==> config.mk <==
export PLATFORM = sky130hd
export DESIGN_NAME = dmem_responder
export DESIGN_NICKNAME = d
export VERILOG_FILES = /design/src/rtl/dmem_responder.sv
export SDC_FILE = /design/constraint.sdc
export NUM_CORES = 1
export LEC_CHECK = 0
export BUFFER_PORTS_ARGS = -buffer_cell sky130_fd_sc_hd__buf_2
export CORE_UTILIZATION = 30
export CTS_CLUSTER_SIZE = 24
export DETAILED_ROUTE_END_ITERATION = 8
export GPL_ROUTABILITY_DRIVEN = 0
export SYNTH_ARGS = -nofsm -noshare
export SYNTH_HDL_FRONTEND = slang
export SYNTH_SLANG_ARGS = --single-unit
==> constraint.sdc <==
create_clock -name i_clk -period 6.4 [get_ports i_clk]
set_input_delay 1.28 -clock i_clk [delete_from_list [all_inputs] [get_ports i_clk]]
set_output_delay 1.28 -clock i_clk [all_outputs]
set_load 0.03 [all_outputs]
==> src/rtl/dmem_responder.sv <==
// dmem_responder: core load/store responder with a posted in-order store buffer
// driving a request/grant RAM port; loads wait for the buffer to drain.
module dmem_responder #(
   parameter int XLEN     = 32,
   parameter int SB_DEPTH = 4
) (
   input  logic            i_clk,
   input  logic            i_rstn,
   input  logic            i_loadReq,
   input  logic            i_storeReq,
   input  logic [XLEN-1:0] i_dataAddr,
   input  logic [XLEN-1:0] i_dataOut,
   output logic [XLEN-1:0] o_dataIn,
   output logic            o_memValid,
   output logic            o_ramReq,
   output logic            o_ramWe,
   output logic [XLEN-1:0] o_ramAddr,
   output logic [XLEN-1:0] o_ramWdata,
   input  logic            i_ramGnt,
   input  logic            i_ramRvalid,
   input  logic [XLEN-1:0] i_ramRdata,
   output logic            o_sbEmpty,
   output logic            o_overflow
);
   localparam int SB_AW = $clog2(SB_DEPTH);
   localparam logic [SB_AW:0] SB_FULL = (SB_AW+1)'(SB_DEPTH);
   typedef enum logic [2:0] {IDLE, LD_WAIT_SB, LD_REQ, LD_DATA, RESP} state_t;
   state_t state;
   logic [XLEN-1:0] sb_addr [SB_DEPTH];
   logic [XLEN-1:0] sb_data [SB_DEPTH];
   logic [SB_AW-1:0] wr_ptr, rd_ptr;
   logic [SB_AW:0] count;
   logic [XLEN-1:0] ld_addr, aligned;
   logic drain, pop, push_ok;
   assign aligned = i_dataAddr & ~XLEN'(3);
   // write drain owns the port whenever no read is in flight
   assign drain = (count != '0) && (state == IDLE || state == LD_WAIT_SB);
   assign pop = drain && i_ramGnt;
   assign push_ok = i_storeReq && (count != SB_FULL || pop);
   assign o_ramReq = drain || state == LD_REQ;
   assign o_ramWe = drain;
   assign o_ramAddr = drain ? sb_addr[rd_ptr] : ld_addr;
   assign o_ramWdata = sb_data[rd_ptr];
   assign o_sbEmpty = count == '0;
   assign o_memValid = state == RESP;
   always_ff @(posedge i_clk) begin
      if (push_ok) begin
         sb_addr[wr_ptr] <= aligned;
         sb_data[wr_ptr] <= i_dataOut;
      end
   end
   always_ff @(posedge i_clk) begin
      if (!i_rstn) begin
         state      <= IDLE;
         wr_ptr     <= '0;
         rd_ptr     <= '0;
         count      <= '0;
         ld_addr    <= '0;
         o_dataIn   <= '0;
         o_overflow <= 1'b0;
      end else begin
         if (push_ok) wr_ptr <= wr_ptr + 1'b1;
         if (pop) rd_ptr <= rd_ptr + 1'b1;
         count <= count + (SB_AW+1)'(push_ok) - (SB_AW+1)'(pop);
         if (i_storeReq && !push_ok) o_overflow <= 1'b1;
         case (state)
            IDLE: if (i_loadReq) begin
               ld_addr <= aligned;
               state   <= (o_sbEmpty && !i_storeReq) ? LD_REQ : LD_WAIT_SB;
            end
            LD_WAIT_SB: if (o_sbEmpty) state <= LD_REQ;
            LD_REQ: if (i_ramGnt) state <= LD_DATA;
            LD_DATA: if (i_ramRvalid) begin
               o_dataIn <= i_ramRdata;
               state    <= RESP;
            end
            default: state <= IDLE;
         endcase
      end
   end
endmodule
==> results of run 1 <==
worst paths after layout:
check                   start        endpoint  slack [ns]  cells after the start
hold reg to reg   o_dataIn[2]     o_dataIn[2]        0.45                      2
setup / recovery    flip-flop   o_ramAddr[26]        2.18                      4
hold / removal    o_dataIn[2]     o_dataIn[2]        0.45                      2
setup reg to reg     state[1]  sb_addr[0][21]        3.55                      4
logic make-up after synthesis:
family                     Yosys count  synth area share
adders and majority gates            7          0.007701
muxes                               98            0.1541
and+or+nand+nor                    163           0.05685
buffers and inverters               52           0.02391
DFF                                323            0.7247
other                                1         0.0003037
xor gates and xnor gates             1         0.0007094
AOI/OAI and AO/OA                   71           0.03172
synth_stat cells, types with 2 or more instances:
| cell type | number |
|---|---|
| buf_12 | 3 |
| or4_1 | 2 |
| buf_2 | 14 |
| clkbuf_1 | 16 |
| buf_1 | 4 |
| ha_1 | 6 |
| edfxtp_1 | 248 |
| nor2_1 | 6 |
| mux2i_1 | 6 |
| nor3b_1 | 2 |
| mux2_4 | 29 |
| nand2_1 | 132 |
| and2_1 | 7 |
| nor4_1 | 2 |
| buf_6 | 2 |
| mux4_2 | 62 |
| buf_4 | 5 |
| inv_1 | 7 |
| dfxtp_1 | 75 |
| a21oi_1 | 65 |
metal layers:
layer	GRT usage	part of all wire	vias to the layer above
li1	-	-	3117
met1	0.1684	0.44	3364
met2	0.2042	0.46	192
met3	0.04088	0.073	43
met4	0.05185	0.025	4
met5	0	0.00092	-
final cells by class:
type,instances,area [um2]
Fill cell,3786,25160
Sequential cell,323,8956
Multi-Input combinational cell,342,3124
Timing Repair Buffer,209,1074
Clock buffer,52,1022
Tap cell,525,656.9
Clock inverter,12,161.4
Inverter,8,30.03
metrics by stage:
stage	utilization	power, mW
after floorplan	-	4.294
after global placement	0.3444	4.782
after global routing	0.3738	7.108
final	0.3738	6.784
after detailed placement	0.3444	4.803
after CTS	0.3738	6.905
cell usage in the layout (no fill, tap or decap), types with 2 or more instances in the layout:
master	instances
edfxtp_1	248
buf_2	198
nand2_1	132
dfxtp_1	73
a21oi_1	65
mux4_2	62
clkbuf_16	37
mux2_4	29
clkbuf_1	11
buf_4	11
inv_1	7
nor2_1	6
mux2i_1	6
ha_1	6
clkinv_1	5
and2_4	4
bufinv_16	4
clkbuf_8	4
and2_1	3
or2_2	2
nor3b_1	2
or4_1	2
nor4_1	2
dfxtp_4	2
conb_1	2
clkinv_4	2
power groups by stage:
stage	clock, mW	sequential (mW)	combinational (mW)
final	2.08	2.64	2.06
after global routing	2.22	2.68	2.21
after CTS	2.14	2.65	2.11
after detailed placement	0	2.70	2.11
after global placement	0	2.69	2.09
after floorplan	0	2.61	1.68
sequential cells by signal, summed over array words and instances (netlist names), named ones only:
signal	flops
sb_addr	120
o_dataIn	32
state	3
sb_data	128
ld_addr	30
count	3
o_overflow	1
rd_ptr	2
wr_ptr	2
worst register-to-register path: stages (launching register included):
cell and delay [ns]:
dfxtp_1 0.44, or3b_2 0.54, a31oi_4 0.32, and2_4 0.62, buf_4 0.56
==> out/qor.txt, run 1 <==
post-synthesis cell type with the largest combined area: edfxtp_1
P_int: 4.577 mW
top post-synthesis cells by area: edfxtp_1 (60%), dfxtp_1 (12%), mux4_2 (11%), nand2_1 (4.0%), mux2_4 (3.5%)
Primary FF master, synth: edfxtp_1
Worst Skew: 0.01588 ns
RSZ-0062 raised after global routing: no
status: finished clean
CTS Hold Bufs: 0
clock share of power: 0.306
Switch Pwr: 2.206 mW
final net count: 1029
first-pass GRT wire length: 40940 um
cell total after placement: 1407
Cell variety after synth: 43
wire per inst: 18.46 um
WS Path Type: flip-flop to output port
Total GRT Usage: 0.1307
grt ovf: 0
clk root buf: clkbuf_16
setup_tns: 0 ns
Finished Layout Cells: 1471
Pleak: 5.369 nW
Min-Delay Path Class: flip-flop to flip-flop
router iterations before antenna repair: 4
Worst Path Max Fanout: 30
Mapped Cells: 716
Die H: 204.9 um
Final period util: 0.6590
die width: 204.9 um
Post-synth EDFFs: 248
CTS tree: yes
Iter 0 DRT Violations: 343
total wire length: 27150 um
Comb power frac: 0.304
CTS clk-pin slew, worst paths: 0.06 ns
Final min period: 4.218 ns
# H-tree levels: 2
fraction of layout cells with a size suffix above 1: 0.3837
register area share after synthesis: 0.7247
Power per Cell Area: 451.5 nW/um2
clk sinks: 323
fmax: 237.1 MHz
Max Cap Viol: 0
max-slew violations: 0
Vias: 6720
syn avg cell area: 17.25 um2
hold_ws: 0.4525 ns
Worst path max stage delay: 0.83 ns
critical path, cell by cell: buf_4, mux4_2, mux2_4, buf_2
initial core utilization: 0.3073
die area: 41980 um2
Core ar.: 40190 um2
WP buf/inv: 2
worst skew pair latency: 0.53 ns
Synthesis Warnings: 0
post-cts sizing count: 0
CP max stage cell: dfxtp_4
CP Launch Type: flip-flop
initial antenna violation count: 2
Post-Place Setup Slack: 2.587 ns
Final ANT Viol Nets: 0
Via density: 4.568
placed instance area: 13840 um2
I/O pin count: 203
final setup margin: 2.182 ns
arrival time worst endpoint: 2.94 ns
worst-case vdd ir drop: 0.0002267 V
post-CTS setup buffers: 0
Slew headroom: 0.2529
antenna cells: 0
Clock Path Buffers: 3
CP Capture Type: output port
Cell Rows: 73
DPL Wire Length: 15630 um
Final Instance Area: 15020 um2
vias in the first global route: 7120
Synth Cell Area: 12350 um2
ys async rst share: 0
Synth top area share: 0.6031
Fin. Hold Viols: 0
largest net degree at the start of global routing: 58
#FFs+latches synth: 323
worst path required time: 5.12 ns
CP delay by family, top: multiplexers
TritonCTS Buffers: 36
number of port buffers: 198
sw frac: 0.3253
area delta synth->final: 21.67%
Flop pwr share: 0.390
DR DRC count: 0
# setup viols final: 0
Worst Tran Pin Value: 1.120 ns
Note: power is estimated with default switching activity, not from simulation.
==> run 2, diff against run 1 <==
- clock period: 6.4 -> 4.2 ns (I/O delays scaled with it)
==> out/qor.txt, run 2 (synthesis results as in run 1) <==
status: finished clean
sw frac: 0.3350
clk sinks: 323
fmax: 271.0 MHz
Post-Place Setup Slack: 0.9282 ns
DR DRC count: 0
Vias: 6806
hold_ws: 0.4518 ns
Cell Rows: 73
Sequential cell area: 8956 um2
CP Launch Type: flip-flop
Slew headroom: 0.2042
commonest non-fill, non-tap cell in the layout: edfxtp_1
Clock Path Buffers: 3
P_int: 6.752 mW
arrival time worst endpoint: 2.85 ns
die width: 204.9 um
area delta synth->final: 21.93%
final net count: 1035
Core ar.: 40190 um2
worst path required time: 3.36 ns
critical path, cell by cell: or2_2, or2_2, buf_4, mux2_4, buf_2
worst reg-to-reg setup slack: 1.40 ns
Power per Cell Area: 674.4 nW/um2
largest net degree at the start of global routing: 44
R2R depth: 11
Regs by FF count: sb_data x128, sb_addr x120, o_dataIn x32
first-pass GRT wire length: 40860 um
Switch Pwr: 3.402 mW
Comb power frac: 0.321
Final Instance Area: 15060 um2
Worst Tran Pin Value: 1.193 ns
setup_tns: 0 ns
Pleak: 5.378 nW
power consumption: 10.15 mW
max-slew violations: 0
HP Start: o_dataIn[2]
initial core utilization: 0.3073
Finished Core Util: 0.3746
Worst path max stage delay: 0.57 ns
worst skew pair latency: 0.55 ns
Die H: 204.9 um
# H-tree levels: 2
largest reg by FF count: sb_data
fillcell total: 3800
I/O pin count: 203
clk root buf: clkbuf_16
CTS clk-pin slew, worst paths: 0.06 ns
CP max stage cell: dfxtp_1
post-CTS setup buffers: 0
worst-case vdd ir drop: 0.0002893 V
post-cts sizing count: 0
R2R Path Start: state[1]
Worst Skew: 0.02380 ns
worst setup path endpoint: o_ramAddr[24]
wire per inst: 18.18 um
WP buf/inv: 2
Finished Layout Cells: 1480
R2R Path End: count[2]
Worst Path Max Fanout: 16
Max Cap Viol: 0
CP delay by family, top: simple AND/OR/NAND/NOR gates
RSZ-0062 raised after global routing: no
Flop pwr share: 0.390
TritonCTS Buffers: 37
CTS tree: yes
number of port buffers: 198
Iter 0 DRT Violations: 343
total wire length: 26910 um
crit-path most repeated cell: or2_2
placed instance area: 13940 um2
clock share of power: 0.289
WS Path Type: flip-flop to output port
Cells on Worst Hold Path: 2
vias in the first global route: 7019
Total GRT Usage: 0.1303
final setup margin: 0.5098 ns
max reg flops: 128
commonest non-fill, non-tap cells in the layout: edfxtp_1 (248), buf_2 (198), nand2_1 (132), dfxtp_1 (73), a21oi_1 (65)
grt ovf: 0
Via density: 4.599
Final ANT Viol Nets: 0
die area: 41980 um2
multi-input logic area: 3124 um2
CTS Hold Bufs: 0
DPL Wire Length: 15900 um
Fin. Hold Viols: 0
Final min period: 3.690 ns
Min-Delay Path Class: flip-flop to flip-flop
initial antenna violation count: 3
Final period util: 0.8786
# setup viols final: 0
router iterations before antenna repair: 4
fraction of layout cells with a size suffix above 1: 0.3908
CP startpoint: state[1]
critical path depth in cells: 5
CP Capture Type: output port
cell total after placement: 1412
[run 2: metal layers]
metal / vias up / GRT usage / routed length (um)
met5: - / 0 / 17
met4: 2 / 0.05503 / 771
met1: 3406 / 0.1689 / 11970
met2: 203 / 0.2025 / 12250
met3: 50 / 0.03882 / 1899
li1: 3145 / - / -
[run 2: power by group through the flow]
stage | combinational, mW | clock, mW | sequential [mW]
after floorplan | 2.56 | 0 | 3.98
after global placement | 3.30 | 0 | 4.01
after detailed placement | 3.33 | 0 | 4.03
after CTS | 3.33 | 3.05 | 3.96
after global routing | 3.50 | 3.14 | 3.99
final | 3.26 | 2.94 | 3.96
[run 2: layout make-up]
type / count / share of cell area
sequential: 323 / 0.5949
multi-input combinational: 342 / 0.2075
timing repair buffer: 214 / 0.07795
clock buffer: 48 / 0.06557
tap: 525 / 0.04363
clock inverter: 17 / 0.007978
inverter: 8 / 0.001995
antenna: 3 / 0.0004986
[run 2: how the worst min path moves through the flow]
stage                   end  slack (ns)
2_1_floorplan   ld_addr[31]        0.43
4_1_cts        o_dataIn[16]        0.45
5_1_grt          ld_addr[5]        0.47
3_5_place_dp   o_dataIn[16]        0.44
3_3_place_gp    o_dataIn[1]        0.44
6_report        o_dataIn[2]        0.45
[run 2: tightest hold or removal path, stage by stage, from the launching register on]
cell and delay (ns):
dfxtp_1 0.30, nand2_1 0.05, a21oi_1 0.05
==> run 3, diff against run 2 <==
- PLACE_DENSITY: not set -> 0.57
==> out/qor.txt, run 3 (synthesis results as in run 1) <==
area delta synth->final: 21.81%
Core ar.: 40190 um2
Worst Tran Pin Value: 1.157 ns
status: finished clean
Cell Rows: 73
initial antenna violation count: 2
CP Capture Type: output port
Power per Cell Area: 678.3 nW/um2
fillcell total: 3797
multi-input logic area: 3124 um2
Final min period: 3.369 ns
final setup margin: 0.8309 ns
antenna cells: 0
Worst Path Max Fanout: 24
final net count: 1034
worst skew pair latency: 0.53 ns
largest net degree at the start of global routing: 54
initial core utilization: 0.3073
Post-Place Setup Slack: 0.8946 ns
Final ANT Viol Nets: 0
number of port buffers: 198
DR DRC count: 0
CTS tree: yes
Iter 0 DRT Violations: 313
Worst Skew: 0.02112 ns
Clock Path Buffers: 3
max reg flops: 128
WS Path Type: flip-flop to output port
worst-case vdd ir drop: 0.0002618 V
commonest non-fill, non-tap cell in the layout: edfxtp_1
Sequential cell area: 8956 um2
CP Launch Type: flip-flop
fraction of layout cells with a size suffix above 1: 0.3924
Die H: 204.9 um
I/O pin count: 203
Fin. Hold Viols: 0
setup_tns: 0 ns
P_int: 6.836 mW
TritonCTS Buffers: 37
max-slew violations: 0
CTS clk-pin slew, worst paths: 0.06 ns
router iterations before antenna repair: 4
Min-Delay Path Class: flip-flop to flip-flop
die width: 204.9 um
met1 Use GR: 0.1726
Pleak: 5.378 nW
clock share of power: 0.292
Via density: 4.579
Flop pwr share: 0.394
met3 usage: 0.04454
first-pass GRT wire length: 41430 um
die area: 41980 um2
gr busiest metal: met2
post-CTS setup buffers: 0
sw frac: 0.3300
# H-tree levels: 2
Switch Pwr: 3.367 mW
# setup viols final: 0
CTS Hold Bufs: 0
Total GRT Usage: 0.1322
clk sinks: 323
Slew headroom: 0.2278
vias in the first global route: 6995
clk root buf: clkbuf_16
post-cts sizing count: 0
DPL Wire Length: 15840 um
commonest non-fill, non-tap cells in the layout: edfxtp_1 (248), buf_2 (198), nand2_1 (132), dfxtp_1 (73), a21oi_1 (65)
Max Cap Viol: 0
RSZ-0062 raised after global routing: no
Regs by FF count: sb_data x128, sb_addr x120, o_dataIn x32
fmax: 296.8 MHz
grt ovf: 0
worst path required time: 3.36 ns
Final period util: 0.8022
Comb power frac: 0.314
total wire length: 27230 um
arrival time worst endpoint: 2.53 ns
wire per inst: 18.49 um
met2 Resource Use GR: 0.2081
largest reg by FF count: sb_data
Vias: 6745
run 3: cell count changes in the layout (fill, tap and decap cells not counted):
cell	delta
bufinv_16	+2
diode_2	-3
clkinv_1	-1
clkbuf_1	-3
clkinv_4	-2
clkinv_2	+4
buf_4	-1
clkinvlp_4	+1
clkinv_8	-2
clkbuf_8	-1
inv_6	-1
run 3: metrics by stage:
| step | cells | area [um2] | hold WS, ns | power [mW] | util |
|---|---|---|---|---|---|
| after floorplan | 717 | 12350 | 0.4329 | 6.543 | - |
| after global placement | 1411 | 13930 | 0.4397 | 7.335 | 0.3467 |
| after detailed placement | 1411 | 13930 | 0.4430 | 7.375 | 0.3467 |
| after CTS | 1473 | 15040 | 0.4505 | 10.40 | 0.3743 |
| after global routing | 1473 | 15040 | 0.4620 | 10.71 | 0.3743 |
| final | 1473 | 15040 | 0.4500 | 10.20 | 0.3743 |
run 3: power groups by stage:
| stage | Clock, mW | Combinational, mW | Sequential, mW |
|---|---|---|---|
| floorplan | 0 | 2.56 | 3.98 |
| global placement | 0 | 3.25 | 4.09 |
| detailed placement | 0 | 3.27 | 4.10 |
| CTS | 3.08 | 3.28 | 4.04 |
| global route | 3.20 | 3.44 | 4.07 |
| finish | 2.98 | 3.20 | 4.02 |
run 3: path summary, 6_finish.rpt:
path / cells past startpoint / to / slack, ns / startpoint
setup / recovery: 4 / o_ramAddr[30] / 0.83 / flip-flop
hold / removal: 2 / o_dataIn[3] / 0.45 / o_dataIn[3]
setup reg to reg: 10 / count[2] / 1.41 / state[1]
hold reg to reg: 2 / o_dataIn[3] / 0.45 / o_dataIn[3]
run 3: final cells by class:
type                       instances  area share
sequential                       323      0.5955
multi-input combinational        342      0.2077
tap                              525     0.04367
timing repair buffer             213     0.07753
inverter                           8    0.001997
clock inverter                    18    0.009650
clock buffer                      44     0.06397
run 3: critical path: stages, from the launching register on:
cell     delay [ns]
dfxtp_4        0.72
buf_4          0.31
mux4_2         0.51
mux2_4         0.27
buf_2          0.18
run 3: metal layers:
metal / wire, um / part of all wire
met3: 2252 / 0.083
met5: 23 / 0.00084
met2: 12530 / 0.46
met1: 11890 / 0.44
met4: 538 / 0.020
